`config.mk`:
```
export PLATFORM = sky130hd
export DESIGN_NAME = seq_add_multiplier_flat
export DESIGN_NICKNAME = d
export VERILOG_FILES = /design/src/rtl/seq_add_multiplier_pkg.sv /design/src/rtl/seq_add_multiplier_if.sv /design/src/rtl/seq_add_multiplier_adder.sv /design/src/rtl/seq_add_multiplier.sv /design/src/flat_wrapper.sv
export SDC_FILE = /design/constraint.sdc
export NUM_CORES = 1
export LEC_CHECK = 0
export ABC_AREA = 1
export CAP_MARGIN = 0
export CORE_AREA = 2 2 59 61
export DETAILED_ROUTE_END_ITERATION = 12
export DIE_AREA = 0 0 61 63
export PLACE_DENSITY = 0.8
export SYNTH_ARGS = -nofsm -noshare
export SYNTH_HDL_FRONTEND = slang
export SYNTH_SLANG_ARGS = --single-unit
```
`constraint.sdc`:
```
create_clock -name clk -period 3 [get_ports clk]
set_input_delay 0.6 -clock clk [delete_from_list [all_inputs] [get_ports clk]]
set_output_delay 0.6 -clock clk [all_outputs]
set_load 0.02 [all_outputs]
```
`src/rtl/seq_add_multiplier_pkg.sv`:
```
// Shared definitions for the repeated-addition signed multiplier:
// FSM state encoding and the default operand width.
package seq_add_multiplier_pkg;

    localparam int DEFAULT_WIDTH = 4;

    typedef enum logic [1:0] {
        IDLE = 2'd0,
        ADD  = 2'd1,
        FIX  = 2'd2
    } state_t;

endpackage

```
`src/rtl/seq_add_multiplier_if.sv`:
```
// Request/result bundle for the sequential multiplier. The requester drives
// start with the two signed operands; the multiplier returns the product with
// a one-cycle done pulse and reports busy while an operation is in flight.
interface seq_add_multiplier_if
    import seq_add_multiplier_pkg::*;
#(
    parameter int WIDTH = DEFAULT_WIDTH
);
    logic                 start;
    logic [WIDTH-1:0]     a;
    logic [WIDTH-1:0]     b;
    logic [2*WIDTH-1:0]   p;
    logic                 done;
    logic                 busy;

    modport master (
        output start,
        output a,
        output b,
        input  p,
        input  done,
        input  busy
    );

    modport slave (
        input  start,
        input  a,
        input  b,
        output p,
        output done,
        output busy
    );

endinterface

```
`src/rtl/seq_add_multiplier_adder.sv`:
```
// Combinational N-bit adder, the additive counterpart of the subtractor used
// by the repeated-subtraction divider. Carry out is discarded (wrap arithmetic).
module seq_add_multiplier_adder #(
    parameter int N = 8
) (
    input  logic [N-1:0] x,
    input  logic [N-1:0] y,
    output logic [N-1:0] sum
);

    // Plain wrap-around sum; signedness is irrelevant in two's complement.
    always_comb begin
        sum = x + y;
    end

endmodule

```
`src/rtl/seq_add_multiplier.sv`:
```
// Sequential signed multiplier by repeated addition, one add per clock.
// The multiplicand is accumulated |b| times and the sign of b is applied once
// at the end, so a negative multiplicand simply accumulates negative values.
module seq_add_multiplier
    import seq_add_multiplier_pkg::*;
#(
    parameter int WIDTH = DEFAULT_WIDTH
) (
    input  logic                clk,
    input  logic                reset,
    seq_add_multiplier_if.slave bus
);

    localparam logic [WIDTH:0] CNT_ONE = {{WIDTH{1'b0}}, 1'b1};

    state_t               state;
    logic [2*WIDTH-1:0]   acc;
    logic [2*WIDTH-1:0]   mcand;
    logic [WIDTH:0]       cnt;
    logic                 neg;
    logic [2*WIDTH-1:0]   p_q;
    logic                 done_q;

    logic [2*WIDTH-1:0]   a_ext;
    logic [WIDTH:0]       b_ext;
    logic [WIDTH:0]       b_abs;
    logic [2*WIDTH-1:0]   sum;

    // Operand preparation: sign-extend a to product width, and take |b| in
    // WIDTH+1 bits so the most negative multiplier still yields a valid count.
    always_comb begin
        a_ext = {{WIDTH{bus.a[WIDTH-1]}}, bus.a};
        b_ext = {bus.b[WIDTH-1], bus.b};
        b_abs = b_ext[WIDTH] ? -b_ext : b_ext;
    end

    seq_add_multiplier_adder #(
        .N (2*WIDTH)
    ) u_adder (
        .x   (acc),
        .y   (mcand),
        .sum (sum)
    );

    // Control FSM with registered product and done; reset aborts any operation.
    always_ff @(posedge clk or negedge reset) begin
        if (!reset) begin
            state  <= IDLE;
            acc    <= '0;
            mcand  <= '0;
            cnt    <= '0;
            neg    <= 1'b0;
            p_q    <= '0;
            done_q <= 1'b0;
        end else begin
            done_q <= 1'b0;
            unique case (state)
                IDLE: begin
                    if (bus.start) begin
                        mcand <= a_ext;
                        cnt   <= b_abs;
                        neg   <= bus.b[WIDTH-1];
                        acc   <= '0;
                        state <= ADD;
                    end
                end
                ADD: begin
                    if (cnt != '0) begin
                        acc <= sum;
                        cnt <= cnt - CNT_ONE;
                    end else begin
                        state <= FIX;
                    end
                end
                FIX: begin
                    p_q    <= neg ? -acc : acc;
                    done_q <= 1'b1;
                    state  <= IDLE;
                end
                default: begin
                    state <= IDLE;
                end
            endcase
        end
    end

    // Busy is decoded from state so it drops in the same cycle done rises.
    always_comb begin
        bus.busy = (state == ADD) || (state == FIX);
        bus.p    = p_q;
        bus.done = done_q;
    end

endmodule

```
`src/flat_wrapper.sv`:
```
// flat-port wrapper written by rule: the top's interface ports become plain ports
module seq_add_multiplier_flat import seq_add_multiplier_pkg::*;
#(
    parameter int WIDTH = DEFAULT_WIDTH
)
  (clk, reset, bus_start, bus_a, bus_b, bus_p, bus_done, bus_busy);
  seq_add_multiplier_if #(.WIDTH(WIDTH)) bus_i ();
  input  logic clk;
  input  logic reset;
  input wire logic [$bits(bus_i.start)-1:0] bus_start;
  input wire logic [$bits(bus_i.a)-1:0] bus_a;
  input wire logic [$bits(bus_i.b)-1:0] bus_b;
  output wire logic [$bits(bus_i.p)-1:0] bus_p;
  output wire logic [$bits(bus_i.done)-1:0] bus_done;
  output wire logic [$bits(bus_i.busy)-1:0] bus_busy;
  assign bus_i.start = bus_start;
  assign bus_i.a = bus_a;
  assign bus_i.b = bus_b;
  assign bus_p = bus_i.p;
  assign bus_done = bus_i.done;
  assign bus_busy = bus_i.busy;
  seq_add_multiplier #(.WIDTH(WIDTH)) u_core (.clk(clk), .reset(reset), .bus(bus_i));
endmodule
```
==> impl_metrics.tcl <==
set metrics [dict create \
    fin_ws_ns 0.750 \
    io_buffers 20 \
    die_h_um 63 \
    worstSetupEndpointType "output port" \
    ys_seq_area_share_pct 40.0 \
    synth_top_area_share_pct 40.0 \
    power_switching_mw 1.06 \
    setup_viol 0 \
    slew_viol_final 0 \
    design_area_mm2 0.00215 \
    tritoncts "done" \
    overflow 0 \
    synth_top_cells_by_area "dfrtp_1 (40%), nand2_1 (16%), ha_1 (9.0%)" \
    seq_power_share_pct 30.4 \
    dp_hpwl_um 2710 \
    layout-drive-gt1-share_pct 5.99 \
    htreeDepth 2 \
    drt-pass1-iter-count 4 \
    fmax_ghz 0.444 \
    die-area_mm2 0.00384 \
    path_class "reg -> out" \
    yosysWarnings 0 \
    place_congestion 0.820 \
    wl_per_cell_um 11.6 \
    synth.most_common_cell "nand2_1" \
    swShare_pct 44.8 \
    synth-async-reset-ratio_pct 100 \
    cts_buffer_depth 2 \
    setup_tns_ns 0 \
    synthTopCellsByCount "nand2_1 (77), nand3_1 (30), dfrtp_1 (29)" \
    worst_ep_arrival_time_ns 1.65 \
    area_delta_synth_final_pct 18.6 \
    wl_met2_um 1740 \
    place_ws_ns 0.932 \
    cts_buffers 5 \
    ys_seq_elements 29 \
    fin_nets 291 \
    dr.first_iter.drc_count 50 \
    die_w_um 61 \
    viasPerCell 5.11 \
    fin_crit_sh_pct 75.0 \
    placed_area_mm2 0.00205 \
    core_mm2 0.00323 \
    synth_cell_types 24 \
    wl_met1_um 1650 \
    initial_core_util_pct 56.2 \
    internal_power_mw 1.31 \
    drtAntennaViolNets 0 \
    period_minus_slack_ns 2.25 \
    synth_edf_count 0 \
    power.leakage_nw 1.14 \
    hold_path_class "reg -> reg" \
    cts_sinks 29 \
    ir_worst_vdd_v 0.000577 \
    vias 1599 \
    worstPathRequired_ns 2.40 \
    dr.max_layer_used "met4" \
    antenna_found_initial 0 \
    maxCapViolCount 0 \
    finalWirelength_um 3620 \
    insertion_delay_ns 0.34 \
    grt_max_degree 30 \
    rsz0062_at_grt "false" \
    worst_pin_slew_ns 0.543 \
    cts_setup_buffers 0 \
    final-hold-violation-count 0 \
    ys.flop_type "dfrtp_1" \
    fin_util_pct 66.6 \
    relSlewSlack_pct 63.8 \
    cts-root-buf "clkbuf_4" \
    fp-row-count 21 \
    clkTransAtPathRegs_ns 0.10 \
    worst_clock_skew_ns 0.00749 \
    syn_nets 268 \
    p_per_area_mw_per_mm2 1100 \
    yosys.area.top_type "dfrtp_1" \
    avgSynthCellArea_um2 7.47 \
    holdBufCountCts 0 \
    diodes 0 \
    grt.total_usage_pct 22.4 \
    p_comb_share_pct 52.6 \
    cp_max_fo 3 \
    io_pins 21 \
    route.met3.wl_um 150 \
    netlist_area_mm2 0.00182 \
    cts_resized 0 \
    drc 0 \
    grt_pass1_vias 1540 \
    status "completed" \
    startpoint_type "flip-flop" \
    synthesis.instances 243 \
    clkPwrFrac_pct 17.0 \
    grt_pass1_wl_um 6510 \
]
power by group through the flow:
stage                     clock, mW  combinational (mW)  sequential, mW
after floorplan                   0               0.912           0.728
after global placement            0                1.21           0.720
after detailed placement          0                1.24           0.724
after CTS                     0.408                1.26           0.716
after global routing          0.422                1.46           0.743
final                         0.404                1.25           0.722
worst max-delay path, stage by stage, from the launching register on:
cell             delay, ns
dfrtp_1               0.36
inv_1                 0.08
ha_1                  0.28
clkdlybuf4s50_1       0.59
metal layers:
layer,GRT usage [%],vias up
met4,10.1,0
met2,36.2,43
met5,0,-
met3,4.14,10
met1,28.5,719
li1,-,827
cell usage in the layout, fill, tap and decap left out, drive strengths merged:
master,instances
nand3,30
o21ai,15
nand2,81
clkinv,1
ha,13
nand3b,2
a21o,1
nor3,1
o22ai,1
or2,2
inv,27
clkdlybuf4s50,20
bufinv,2
clkbuf,5
a21oi,6
nor2,20
mux2i,1
xor2,6
buf,1
nand4,2
dfrtp,29
fa,1
state kept, by name, indices dropped and copies added, names as in the netlist:
signal / cells
u_core.acc: 8
u_core.mcand: 4
u_core.state: 2
u_core.neg: 1
u_core.cnt: 5
u_core.bus.p: 8
u_core.bus.done: 1
final timing paths:
kind                                        startpoint                     endpoint  cells after the start  slack (ns)
max                        u_core.state[0]$_DFFE_PN0P_                     bus_busy                      3        0.75
min                        u_core.bus.p[7]$_DFFE_PN0P_  u_core.bus.p[7]$_DFFE_PN0P_                      2        0.49
max reg2reg                u_core.state[1]$_DFFE_PN0P_    u_core.cnt[2]$_DFFE_PN0P_                      7        1.08
min reg2reg                u_core.bus.p[7]$_DFFE_PN0P_  u_core.bus.p[7]$_DFFE_PN0P_                      2        0.49
max in group asynchronous                        reset    u_core.acc[5]$_DFFE_PN0P_                      2        2.10
min in group asynchronous                        reset  u_core.bus.p[3]$_DFFE_PN0P_                      2        0.63
cell families (layout without fill, tap and decap cells):
kind of cell,Yosys count,in the layout,share of synthesized area [%]
and+or+nand+nor,138,138,32.7
buffers and inverters,32,56,7.24
DFF,29,29,40.0
AOI/OAI and AO/OA,23,23,6.55
adders and majority gates,14,14,10.1
xor gates and xnor gates,6,6,2.89
muxes,1,1,0.551
cell type report:
type / instances / area [um^2]
fill: 279 / 1080
clock buffer: 5 / 37.5
tap: 46 / 57.6
multi-input combinational: 182 / 958
clock inverter: 3 / 65.1
sequential: 29 / 726
timing repair buffer: 21 / 208
inverter: 27 / 101
through the flow:
step	total power, mW	instances	hold WS (ns)
after global routing	2.63	313	0.506
after CTS	2.38	313	0.490
final	2.38	313	0.486
after floorplan	1.64	243	0.304
after global placement	1.93	305	0.461
after detailed placement	1.97	305	0.467
(Power assumes the default switching activity.)
